## config.mk

```make
export PLATFORM = sky130hd
export DESIGN_NAME = pwm_ramp_sequencer
export DESIGN_NICKNAME = d
export VERILOG_FILES = /design/src/rtl/pwm_pkg.sv /design/src/rtl/pwm_period_tracker.sv /design/src/rtl/pwm_ramp_sequencer.sv
export SDC_FILE = /design/constraint.sdc
export NUM_CORES = 1
export LEC_CHECK = 0
export ABC_AREA = 0
export CORE_AREA = 3 3 90 92
export CTS_CLUSTER_SIZE = 24
export DETAILED_ROUTE_END_ITERATION = 8
export DIE_AREA = 0 0 93 95
export PLACE_DENSITY = 0.85
export SYNTH_ARGS = -nofsm -noshare
export SYNTH_HDL_FRONTEND = slang
export SYNTH_SLANG_ARGS = --single-unit
```

## constraint.sdc

```tcl
create_clock -name clk -period 3.7 [get_ports clk]
set_clock_uncertainty 0.2 [all_clocks]
set_input_delay 0.555 -clock clk [delete_from_list [all_inputs] [get_ports clk]]
set_output_delay 0.555 -clock clk [all_outputs]
set_load 0.1 [all_outputs]
```

## src/rtl/pwm_pkg.sv

```systemverilog
// Shared types, constants and helpers for the PWM ramp sequencer.
package pwm_pkg;

  localparam int unsigned DUTY_W = 8;
  localparam int unsigned FREQ_W = 8;

  typedef logic [DUTY_W-1:0] duty_t;
  typedef logic [FREQ_W-1:0] freq_t;

  localparam duty_t PWM_DUTY_MAX = duty_t'(100);

  typedef enum logic [1:0] {
    ST_IDLE = 2'd0,
    ST_ARM  = 2'd1,
    ST_RAMP = 2'd2
  } pwm_state_e;

  // Latched command payload
  typedef struct packed {
    duty_t duty;
    freq_t freq;
    logic  ramp;
  } pwm_cmd_t;

  function automatic duty_t clamp_duty(input duty_t d);
    return (d > PWM_DUTY_MAX) ? PWM_DUTY_MAX : d;
  endfunction

endpackage

```

## src/rtl/pwm_period_tracker.sv

```systemverilog
// Tracks the position inside the current PWM period and flags its last cycle.
module pwm_period_tracker
  import pwm_pkg::*;
(
  input  logic       clk,
  input  logic       rst_n,
  input  logic [7:0] freq,
  input  logic       load,
  output logic       period_end
);

  freq_t count_q;
  logic  wrap_c;

  // freq == 0 means the channel is off: every cycle is a boundary
  assign wrap_c     = (freq == '0) || (count_q == (freq - freq_t'(1)));
  assign period_end = rst_n && wrap_c;

  always_ff @(posedge clk) begin
    if (!rst_n) begin
      count_q <= '0;
    end else if (load || wrap_c) begin
      count_q <= '0;
    end else begin
      count_q <= count_q + freq_t'(1);
    end
  end

endmodule

```

## src/rtl/pwm_ramp_sequencer.sv

```systemverilog
// Command-driven duty/freq sequencer for one PWM channel; updates land on period boundaries.
// Optional abort support is enabled by defining PWM_SEQ_ABORT_EN.
module pwm_ramp_sequencer
  import pwm_pkg::*;
#(
  parameter int unsigned RAMP_STEP    = 1,
  parameter int unsigned HOLD_PERIODS = 1
) (
  input  logic       clk,
  input  logic       rst_n,
  input  logic       cmd_valid,
  output logic       cmd_ready,
  input  logic [7:0] cmd_duty,
  input  logic [7:0] cmd_freq,
  input  logic       cmd_ramp,
  output logic [7:0] duty_cycle,
  output logic [7:0] freq,
  output logic       period_end,
  output logic       busy,
  output logic       done
`ifdef PWM_SEQ_ABORT_EN
  ,
  input  logic       cmd_abort,
  output logic       aborted
`endif
);

  localparam int unsigned EXT_W   = 9;
  localparam int unsigned HOLD_W  = 8;
  localparam logic [EXT_W-1:0]  STEP_EXT = EXT_W'(RAMP_STEP);
  localparam logic [HOLD_W-1:0] HOLD_LD  = HOLD_W'(HOLD_PERIODS);

  pwm_state_e         state_q, state_d;
  pwm_cmd_t           tgt_q, tgt_d;
  logic [HOLD_W-1:0]  hold_q, hold_d;
  duty_t              duty_d;
  freq_t              freq_d;
  logic               done_d;
  logic               freq_load_c;

  logic [EXT_W-1:0]   duty_ext_c, tgt_ext_c, up_c, dn_c;
  duty_t              step_c;

`ifdef PWM_SEQ_ABORT_EN
  logic               aborted_d;
`endif

  pwm_period_tracker u_tracker (
    .clk        (clk),
    .rst_n      (rst_n),
    .freq       (freq),
    .load       (freq_load_c),
    .period_end (period_end)
  );

  assign busy      = (state_q != ST_IDLE);
  assign cmd_ready = rst_n && (state_q == ST_IDLE);

  // One ramp step toward the target, saturating at the target in either direction
  assign duty_ext_c = {1'b0, duty_cycle};
  assign tgt_ext_c  = {1'b0, tgt_q.duty};
  assign up_c       = duty_ext_c + STEP_EXT;
  assign dn_c       = duty_ext_c - STEP_EXT;

  always_comb begin
    step_c = tgt_q.duty;
    if (tgt_ext_c > duty_ext_c) begin
      step_c = (up_c >= tgt_ext_c) ? tgt_q.duty : up_c[7:0];
    end else begin
      step_c = (dn_c[8] || (dn_c[7:0] <= tgt_q.duty)) ? tgt_q.duty : dn_c[7:0];
    end
  end

  always_comb begin
    state_d     = state_q;
    tgt_d       = tgt_q;
    hold_d      = hold_q;
    duty_d      = duty_cycle;
    freq_d      = freq;
    done_d      = 1'b0;
    freq_load_c = 1'b0;
`ifdef PWM_SEQ_ABORT_EN
    aborted_d   = 1'b0;
`endif

    unique case (state_q)
      ST_IDLE: begin
        if (cmd_valid) begin
          tgt_d.duty = clamp_duty(cmd_duty);
          tgt_d.freq = cmd_freq;
          tgt_d.ramp = cmd_ramp;
          state_d    = ST_ARM;
        end
      end
      ST_ARM: begin
        if (period_end) begin
          freq_d      = tgt_q.freq;
          freq_load_c = 1'b1;
          if (!tgt_q.ramp || (duty_cycle == tgt_q.duty)) begin
            duty_d  = tgt_q.duty;
            done_d  = 1'b1;
            state_d = ST_IDLE;
          end else begin
            hold_d  = HOLD_LD;
            state_d = ST_RAMP;
          end
        end
      end
      ST_RAMP: begin
        if (period_end) begin
          if (hold_q == HOLD_W'(1)) begin
            duty_d = step_c;
            hold_d = HOLD_LD;
            if (step_c == tgt_q.duty) begin
              done_d  = 1'b1;
              state_d = ST_IDLE;
            end
          end else begin
            hold_d = hold_q - HOLD_W'(1);
          end
        end
      end
      default: begin
        state_d = ST_IDLE;
      end
    endcase

`ifdef PWM_SEQ_ABORT_EN
    // Abort wins over a coincident boundary; outputs stay frozen
    if (cmd_abort && (state_q != ST_IDLE)) begin
      state_d     = ST_IDLE;
      hold_d      = hold_q;
      duty_d      = duty_cycle;
      freq_d      = freq;
      done_d      = 1'b0;
      freq_load_c = 1'b0;
      aborted_d   = 1'b1;
    end
`endif
  end

  always_ff @(posedge clk) begin
    if (!rst_n) begin
      state_q    <= ST_IDLE;
      tgt_q      <= '0;
      hold_q     <= '0;
      duty_cycle <= '0;
      freq       <= '0;
      done       <= 1'b0;
    end else begin
      state_q    <= state_d;
      tgt_q      <= tgt_d;
      hold_q     <= hold_d;
      duty_cycle <= duty_d;
      freq       <= freq_d;
      done       <= done_d;
    end
  end

`ifdef PWM_SEQ_ABORT_EN
  always_ff @(posedge clk) begin
    if (!rst_n) begin
      aborted <= 1'b0;
    end else begin
      aborted <= aborted_d;
    end
  end
`endif

endmodule

```

==> results.cfg, run 1 <==
[synth]
async_reset_ff_share_pct = 0
synth_most_common_cell = nand2_1
yosysSeqAreaShare_pct = 27.7
synth_edf_count = 0
synth.distinct_cells = 70
syn_area_per_cell_um2 = 7.99
synth_common_cells = nand2_1, dfxtp_1, nor2_1
syn_area_um2 = 3760
synth_cells = 471
ys_seq_elements = 52
yosysWarnings = 0
synthFlopType = dfxtp_1
synth_fp_nets = 524
synth_area_leaders = dfxtp_1, ha_1, xnor2_1
yosysTopAreaCell = dfxtp_1
synth_top_area_share_pct = 27.7

[outcome]
outcome = finished, final reports clean

[clock_tree]
numCtsBuffers = 5
htreeDepth = 2
clock-root-buffer = clkbuf_8
clk_latency_ns = 0.31
clk_pin_slew_ns = 0.09
cts_sinks = 52
cts_tree = done
clockBufferDepth = 2

[setup_path]
cp-start-kind = flop
cp_max_fo = 8
cp.required_ns = 3.71
critPathArrivalTime_ns = 3.62
crit_type = reg -> reg
endpoint_kind = flop

[placement]
place.gp.congestion = 1.02
hpwl_um = 7800
port_buffers = 39
placedCellCount = 603

[power]
peakVddDrop_v = 0.000381
p_per_area_nw_per_um2 = 661
total_power_mw = 3.02
p_leak_nw = 1.74

[detailed_routing]
totalWireLength_um = 10200
wl_per_cell_um = 16.6
num_vias = 3652
first_iter_violations = 255
ant_nets = 0
drc = 0
dr.pass1.iters = 5
avgViaCountPerCell = 5.94

[sta]
slew_viol_final = 0
rsz0062_at_grt = yes
period_needed_ns = 3.61
final_hold_viol_count = 0
finalSetupViolCount = 0
period_share_pct = 97.5
max_freq_mhz = 277
slew_headroom_pct = 34.7
worst_pin_slew_ns = 0.977

[grt]
antenna_found_initial = 0
grt_overflow_total = 0
grt_first_pass_wirelength_um = 16600
grt_max_degree = 19
grt_pass1_vias = 3491
grt_use_total_pct = 23.4

[job]
drv_cap = 0

[floorplanning]
die_w_um = 93
start_util_pct = 51.6
rows = 31
core_um2 = 7290
die_h_um = 95
die-area_um2 = 8840
num_io_pins = 40

[min_path]
hold_path_class = reg -> reg

[finish]
fin_nets = 568
drive_gt1_share_pct = 12.8
area_delta_synth_final_pct = 21.4
n_antenna_cell = 0
fin_util_pct = 62.6
final_cells = 615
## kinds of logic after synthesis
logic type	after synthesis	share of synthesized area, %
simple gates	174	23.6
buf+inv	53	5.52
mux	6	1.63
compound gates	111	20.8
flops	52	27.7
fa+ha+maj	33	11.0
xor+xnor	42	9.78
## layout make-up
cell class | instances | area [um2]
timing repair buffer | 57 | 543
inverter | 33 | 124
clock buffer | 7 | 97.6
clock inverter | 1 | 5.00
tap | 99 | 124
multi-input combinational | 366 | 2600
sequential | 52 | 1070
fill | 630 | 2730
## worst paths after layout
kind            startpoint       endpoint  slack [ns]  depth (start not counted)
max          duty_cycle[1]  duty_cycle[0]        0.09                         13
min               tgt_q[1]       tgt_q[1]        0.26                          2
max reg2reg  duty_cycle[1]  duty_cycle[0]        0.09                         13
min reg2reg       tgt_q[1]       tgt_q[1]        0.26                          2
## what timing repair did
item	4_1_cts	5_1_grt
endpoints found under the setup margin	8	11
pin swaps	1	10
hold buffers	0	0
resized for setup	1	14
buffers inserted	0	4
## stage by stage
stage                     area, um2  setup slack (ns)  hold WS (ns)  setup TNS, ns
after floorplan                3810           0.00574         0.225              0
after global placement         4370           -0.0891         0.242         -0.138
after detailed placement       4370            -0.117         0.239         -0.292
after CTS                      4470           0.00435         0.260              0
after global routing           4570           -0.0786         0.290         -0.250
final                          4570            0.0935         0.264              0
## flip-flops by register name (all words and copies together) (netlist names)
| signal | count |
|---|---|
| done | 1 |
| u_tracker.count_q | 8 |
| state_q | 2 |
| tgt_ext_c | 8 |
| hold_q | 8 |
| freq | 8 |
| duty_cycle | 8 |
| tgt_q | 9 |
## layer usage
layer,vias up,part of all wire (%),global-route usage [%]
met2,149,46,38.9
li1,1770,-,-
met5,-,0,0
met4,0,2.0,7.69
met1,1715,45,31.0
met3,18,7.0,3.75
## critical path: stages, from the launching register on
cell and delay (ns):
dfxtp_4 0.38, or4_4 0.57, nand3b_1 0.25, xnor2_2 0.20, ha_1 0.30, nand4_1 0.19
nor4b_2 0.37, a41oi_1 0.08, o31ai_1 0.09, buf_4 0.18, nand2b_4 0.14, a21oi_4 0.09
and3_1 0.20, o31a_1 0.26
## power by group
| group | total, mW | leakage (nW) | switching [mW] | internal (mW) |
|---|---|---|---|---|
| Clock | 0.360 | 0.0534 | 0.186 | 0.174 |
| Sequential | 0.723 | 0.429 | 0.0930 | 0.630 |
| Combinational | 1.94 | 1.26 | 1.22 | 0.717 |
## cell usage in the layout (no fill, tap or decap), drive strengths merged, types with 5 or more instances in the layout
cell type | netlist | final
a21oi | 27 | 27
xnor2 | 25 | 25
clkbuf | 13 | 7
nor3 | 15 | 15
nand3 | 13 | 13
nand2 | 56 | 56
a211oi | 9 | 9
nor2 | 42 | 42
buf | 7 | 21
a22oi | 5 | 5
o211ai | 5 | 5
o31ai | 7 | 7
ha | 33 | 33
nand4 | 5 | 5
inv | 33 | 33
or2 | 6 | 6
o21ai | 14 | 14
xor2 | 17 | 17
clkdlybuf4s50 | 0 | 36
and3 | 5 | 5
mux2i | 5 | 5
dfxtp | 52 | 52
nand2b | 5 | 5
Note: power is estimated with default switching activity, not from simulation.
==> run 2, diff against run 1 <==
CELL_PAD_IN_SITES_DETAIL_PLACEMENT = 2   (was unset)
CELL_PAD_IN_SITES_GLOBAL_PLACEMENT = 2   (was unset)
CORE_AREA = 3 3 128 105   (was 3 3 90 92)
DIE_AREA = 0 0 131 108   (was 0 0 93 95)
PLACE_DENSITY = 0.86   (was 0.85)
clock period = 3.15 ns   (was 3.7 ns; I/O delays follow)
==> run 2 against run 1 <==
Net effect:
- the flow now finishes with violations (negative setup slack)
- utilization down 17 points
- clock power increased by 64%
- worst hold slack got worse by 0.0067 ns
- final cell count is 23% higher
- via count increased by 22%
- non-clock buffer count up 72
- highest routed layer unchanged
- total power grew 68%
- largest power group unchanged
- critical endpoint is now state_q[0]
- critical path type unchanged
- die area increased by 60%
- first-iteration DRC count is 59% higher
- design area rose by 22%
- routed wire length up 120%
- combinational power rose by 87%
==> results.cfg, run 2 (same netlist as run 1, synthesis figures left out) <==
[power]
p_seq_share_pct = 17.0
p_leak_nw = 2.25
p_per_area_nw_per_um2 = 908
p_int_mw = 2.45
power.switching_mw = 2.62
peakVddDrop_v = 0.000303
p_comb_share_pct = 71.4
power_frac_clock_pct = 11.6
switching_share_pct = 51.7

[placement]
place.gp.congestion = 0.924
hpwl_um = 13200
post-place-ws_ns = -0.403
port_buffers = 39
place_area_um2 = 4910
placedCellCount = 726

[setup_path]
cp.required_ns = 3.14
crit_type = reg -> reg
endpoint_kind = flop
cp-start-kind = flop
critPathArrivalTime_ns = 3.85
cp_max_fo = 4

[floorplanning]
die_h_um = 108
rows = 36
die-area_um2 = 14100
start_util_pct = 30.8
num_io_pins = 40
die_w_um = 131
core_um2 = 12200

[sta]
worst_pin_slew_ns = 0.952
finalSetupViolCount = 12
fin_ws_ns = -0.710
fin_hold_ws_ns = 0.257
max_freq_mhz = 259
period_share_pct = 123
slew_viol_final = 0
slew_headroom_pct = 36.2
final_hold_viol_count = 0
rsz0062_at_grt = yes
period_needed_ns = 3.86

[grt]
grt_overflow_total = 0
grt_max_degree = 19
grt_first_pass_wirelength_um = 28900
grt_pass1_vias = 4891
grt_use_total_pct = 26.9
antenna_found_initial = 0

[finish]
final_common_cell = buf_4
fin_nets = 640
multi_input_area_um2 = 2930
final_cell_mix = buf_4, nand2_1, dfxtp_1, nor2_1, ha_1
fillers = 1309
regArea_um2 = 1080
top_register = tgt_q
area_delta_synth_final_pct = 48.4
postLayoutCellArea_um2 = 5580
drive_gt1_share_pct = 34.9
largest_reg_flops = 9
n_antenna_cell = 0
final_cells = 759

[clock_tree]
clockBufferDepth = 2
clock-root-buffer = clkbuf_16
numCtsBuffers = 5
clk_pin_slew_ns = 0.08
cts_sinks = 52
clk_latency_ns = 0.31
cts_tree = done
htreeDepth = 2

[detailed_routing]
wl_per_cell_um = 29.4
avgViaCountPerCell = 5.88
totalWireLength_um = 22300
num_vias = 4465
ant_nets = 0
dr.pass1.iters = 5
drc = 0
first_iter_violations = 406

[job]
drv_cap = 0

[outcome]
outcome = complete, but fails checks
violations = negative setup slack

[min_path]
hold_path_class = reg -> reg
==> run 2: repair_timing <==
action | CTS | global route
buffers inserted | 12 | 13
endpoints found under the setup margin | 12 | 20
hold buffers | 0 | 0
pin swaps | 22 | 14
gates resized for setup | 23 | 39
==> run 2: worst paths after layout <==
kind / from / end / slack (ns) / depth (start not counted)
setup / recovery: duty_cycle[2] / state_q[0] / -0.71 / 12
hold / removal: tgt_q[8] / tgt_q[8] / 0.26 / 2
setup reg to reg: duty_cycle[2] / state_q[0] / -0.71 / 12
hold reg to reg: tgt_q[8] / tgt_q[8] / 0.26 / 2
==> run 2: per-layer routing <==
metal | vias to the layer above | GRT usage (%) | share of wire (%)
met5 | - | 0 | 0
met4 | 0 | 10.5 | 5.6
met3 | 95 | 4.44 | 5.6
met2 | 224 | 45.6 | 47
met1 | 2235 | 34.0 | 42
li1 | 1911 | - | -
==> run 2: worst max-delay path: stages (launching register included) <==
cell	delay (ns)
dfxtp_4	0.37
or4_4	0.57
nand3b_1	0.26
xnor2_2	0.20
ha_1	0.36
nand4_1	0.21
nor4b_2	0.38
a41oi_2	0.09
o31ai_4	0.13
a211oi_2	0.11
a211oi_2	0.36
mux2i_1	0.35
nand2_1	0.12
==> run 2: stage by stage <==
stage          TNS [ns]  utilization, %  total power, mW
4_1_cts           -2.17            43.2             4.40
2_1_floorplan    -0.887               -             2.57
6_report          -6.51            45.7             5.07
3_5_place_dp      -3.23            40.2             3.56
3_3_place_gp     -0.337            40.2             3.35
5_1_grt           -7.98            45.7             5.23
==> run 2: layout make-up <==
class,count,area share (%)
Inverter,33,2.38
Multi-Input combinational cell,366,52.4
Timing Repair Buffer,129,19.4
Tap cell,171,3.83
Sequential cell,52,19.4
Clock inverter,3,0.336
Clock buffer,5,2.24
==> run 2: power by group through the flow <==
| stage | Sequential (mW) | Clock [mW] | Combinational [mW] |
|---|---|---|---|
| global route | 0.873 | 0.616 | 3.74 |
| CTS | 0.849 | 0.568 | 2.98 |
| global placement | 0.846 | 0 | 2.51 |
| finish | 0.862 | 0.589 | 3.62 |
| detailed placement | 0.860 | 0 | 2.70 |
| floorplan | 1.04 | 0 | 1.53 |
==> RTL edit: new RTL, settings of run 2 <==
`HOLD_W`: 8 -> 10.
--- a/src/rtl/pwm_ramp_sequencer.sv
+++ b/src/rtl/pwm_ramp_sequencer.sv
@@ -26,7 +26,7 @@
 );
 
   localparam int unsigned EXT_W   = 9;
-  localparam int unsigned HOLD_W  = 8;
+  localparam int unsigned HOLD_W  = 10;
   localparam logic [EXT_W-1:0]  STEP_EXT = EXT_W'(RAMP_STEP);
   localparam logic [HOLD_W-1:0] HOLD_LD  = HOLD_W'(HOLD_PERIODS);
 
Check against the original RTL: same outputs for any inputs over 4 cycles, from zero or initial values and one cycle with rst_n low; that may be too few to reach the edited logic, so the function may still have changed.
==> RTL edit against run 2 <==
The run still ends with setup timing left; sequential cell count is 2 higher; critical path depth stayed put; critical endpoint is now duty_cycle[1]; highest routed layer unchanged; critical path type unchanged; synthesized area is 2.1% higher; global-route usage is 1.4 points higher; wire length is 5.1% higher; cell area is 0.13% lower; total power is 31% lower; setup slack better by 150 ps.
==> RTL edit: results (changes against run 2) <==
register area share after synthesis=28.14% (+0.47 points); slowest CP cell=a221o_1; Initial Utilization=31.47% (+0.65 points); status=finished, violations left; final setup TNS=-5589 ps (+920.2 ps); failing checks=setup timing; sink of the worst hold path=tgt_q[7]; Crit path largest cell delay=410 ps (-160 ps); post-layout net count=627 (-2.0%); largest net degree at the start of global routing=24 (+5); Fillers=1291 (-1.4%); Post-Syn Nets=528 (+0.76%); worst flop-to-flop path startpoint=duty_cycle[4]; Setup violations, final=17 (+5); slack of the critical path=-558.7 ps (+151.5 ps); Post-synth top cells=dfxtp_1, nand2_1, ha_1, xnor2_1, nor2_1; fraction of layout cells with a size suffix above 1=32.70% (-2.2 points); P_leak=2.226 nW (-1.1%); HP Start=tgt_q[7]; Placed Area=4828 µm² (-1.6%); 1st-pass router iterations=6 (+1); Worst Path Max Fanout=6 (+2); vias in the first global route=4851 (-0.82%); FF-to-FF End=duty_cycle[1]; GRT Total Usage=28.29% (+1.4 points); first-pass GRT wire length=29.66 mm (+2.5%); Slew Limit Headroom=52.27% (+16 points); Resize count post-CTS=27 (+17%); Worst VDD drop=0.0004267 V (+41%); Crit Path Class=flip-flop to flip-flop; Synth area leaders=dfxtp_1, ha_1, xnor2_1; Synth cell types=62 (-11%); postcts setup bufs=5 (-7); DR WL/cell=31.44 µm (+6.9%); GP Congestion=0.9840 (+6.5%); hpwl dp=12.61 mm (-4.8%); 1st-iter DRT viols=466 (+15%)
-- RTL edit: logic make-up after synthesis --
group | synth area share [%]
compound gates | 21.24
buf+inv | 6.124
xor+xnor | 10.49
flops | 28.14
mux | 1.173
simple gates | 22.08
fa+ha+maj | 10.75
-- RTL edit: area by class of cell --
class	count	area [µm²]	area share (%)
repair buffers	120	1030	18.47
multi-input cells	362	2935	52.66
well taps	171	214.0	3.838
clock inverters	1	3.754	0.06734
clock buffers	7	152.6	2.738
inverters	31	121.4	2.177
flip-flops and latches	54	1117	20.04
-- RTL edit: routing by layer --
metal  GRT usage (%)  vias to the layer above  routed length, µm
met4           11.38                        0               1669
met5               0                        -                  0
met2           48.26                      272              11000
met3           7.506                      123               1500
met1           33.59                     2314               9286
li1                -                     1909                  -
-- RTL edit: per-stage QoR --
stage / worst slack, ps / util, % / total power [mW] / hold slack, ps / cells
floorplan: -196.2 / - / 1.687 / 231.9 / 475
global placement: -255.0 / 39.56 / 2.174 / 240.6 / 717
detailed placement: -454.1 / 39.56 / 2.270 / 259.3 / 717
CTS: -252.3 / 41.94 / 2.942 / 290.3 / 730
global route: -610.8 / 45.66 / 3.572 / 316.2 / 746
finish: -558.7 / 45.66 / 3.480 / 278.6 / 746
-- RTL edit: where the power goes --
| group | total, mW | switching (mW) | internal (mW) |
|---|---|---|---|
| clock network | 0.630 | 0.293 | 0.338 |
| logic | 2.02 | 1.26 | 0.757 |
| registers | 0.832 | 0.0942 | 0.737 |
-- RTL edit: worst max-delay path: cells and delay by family (launching register included) --
family	cells	cell delay, ps
flops	1	400
fa+ha+maj	1	350
xor+xnor	1	170
compound gates	6	1480
simple gates	4	1020
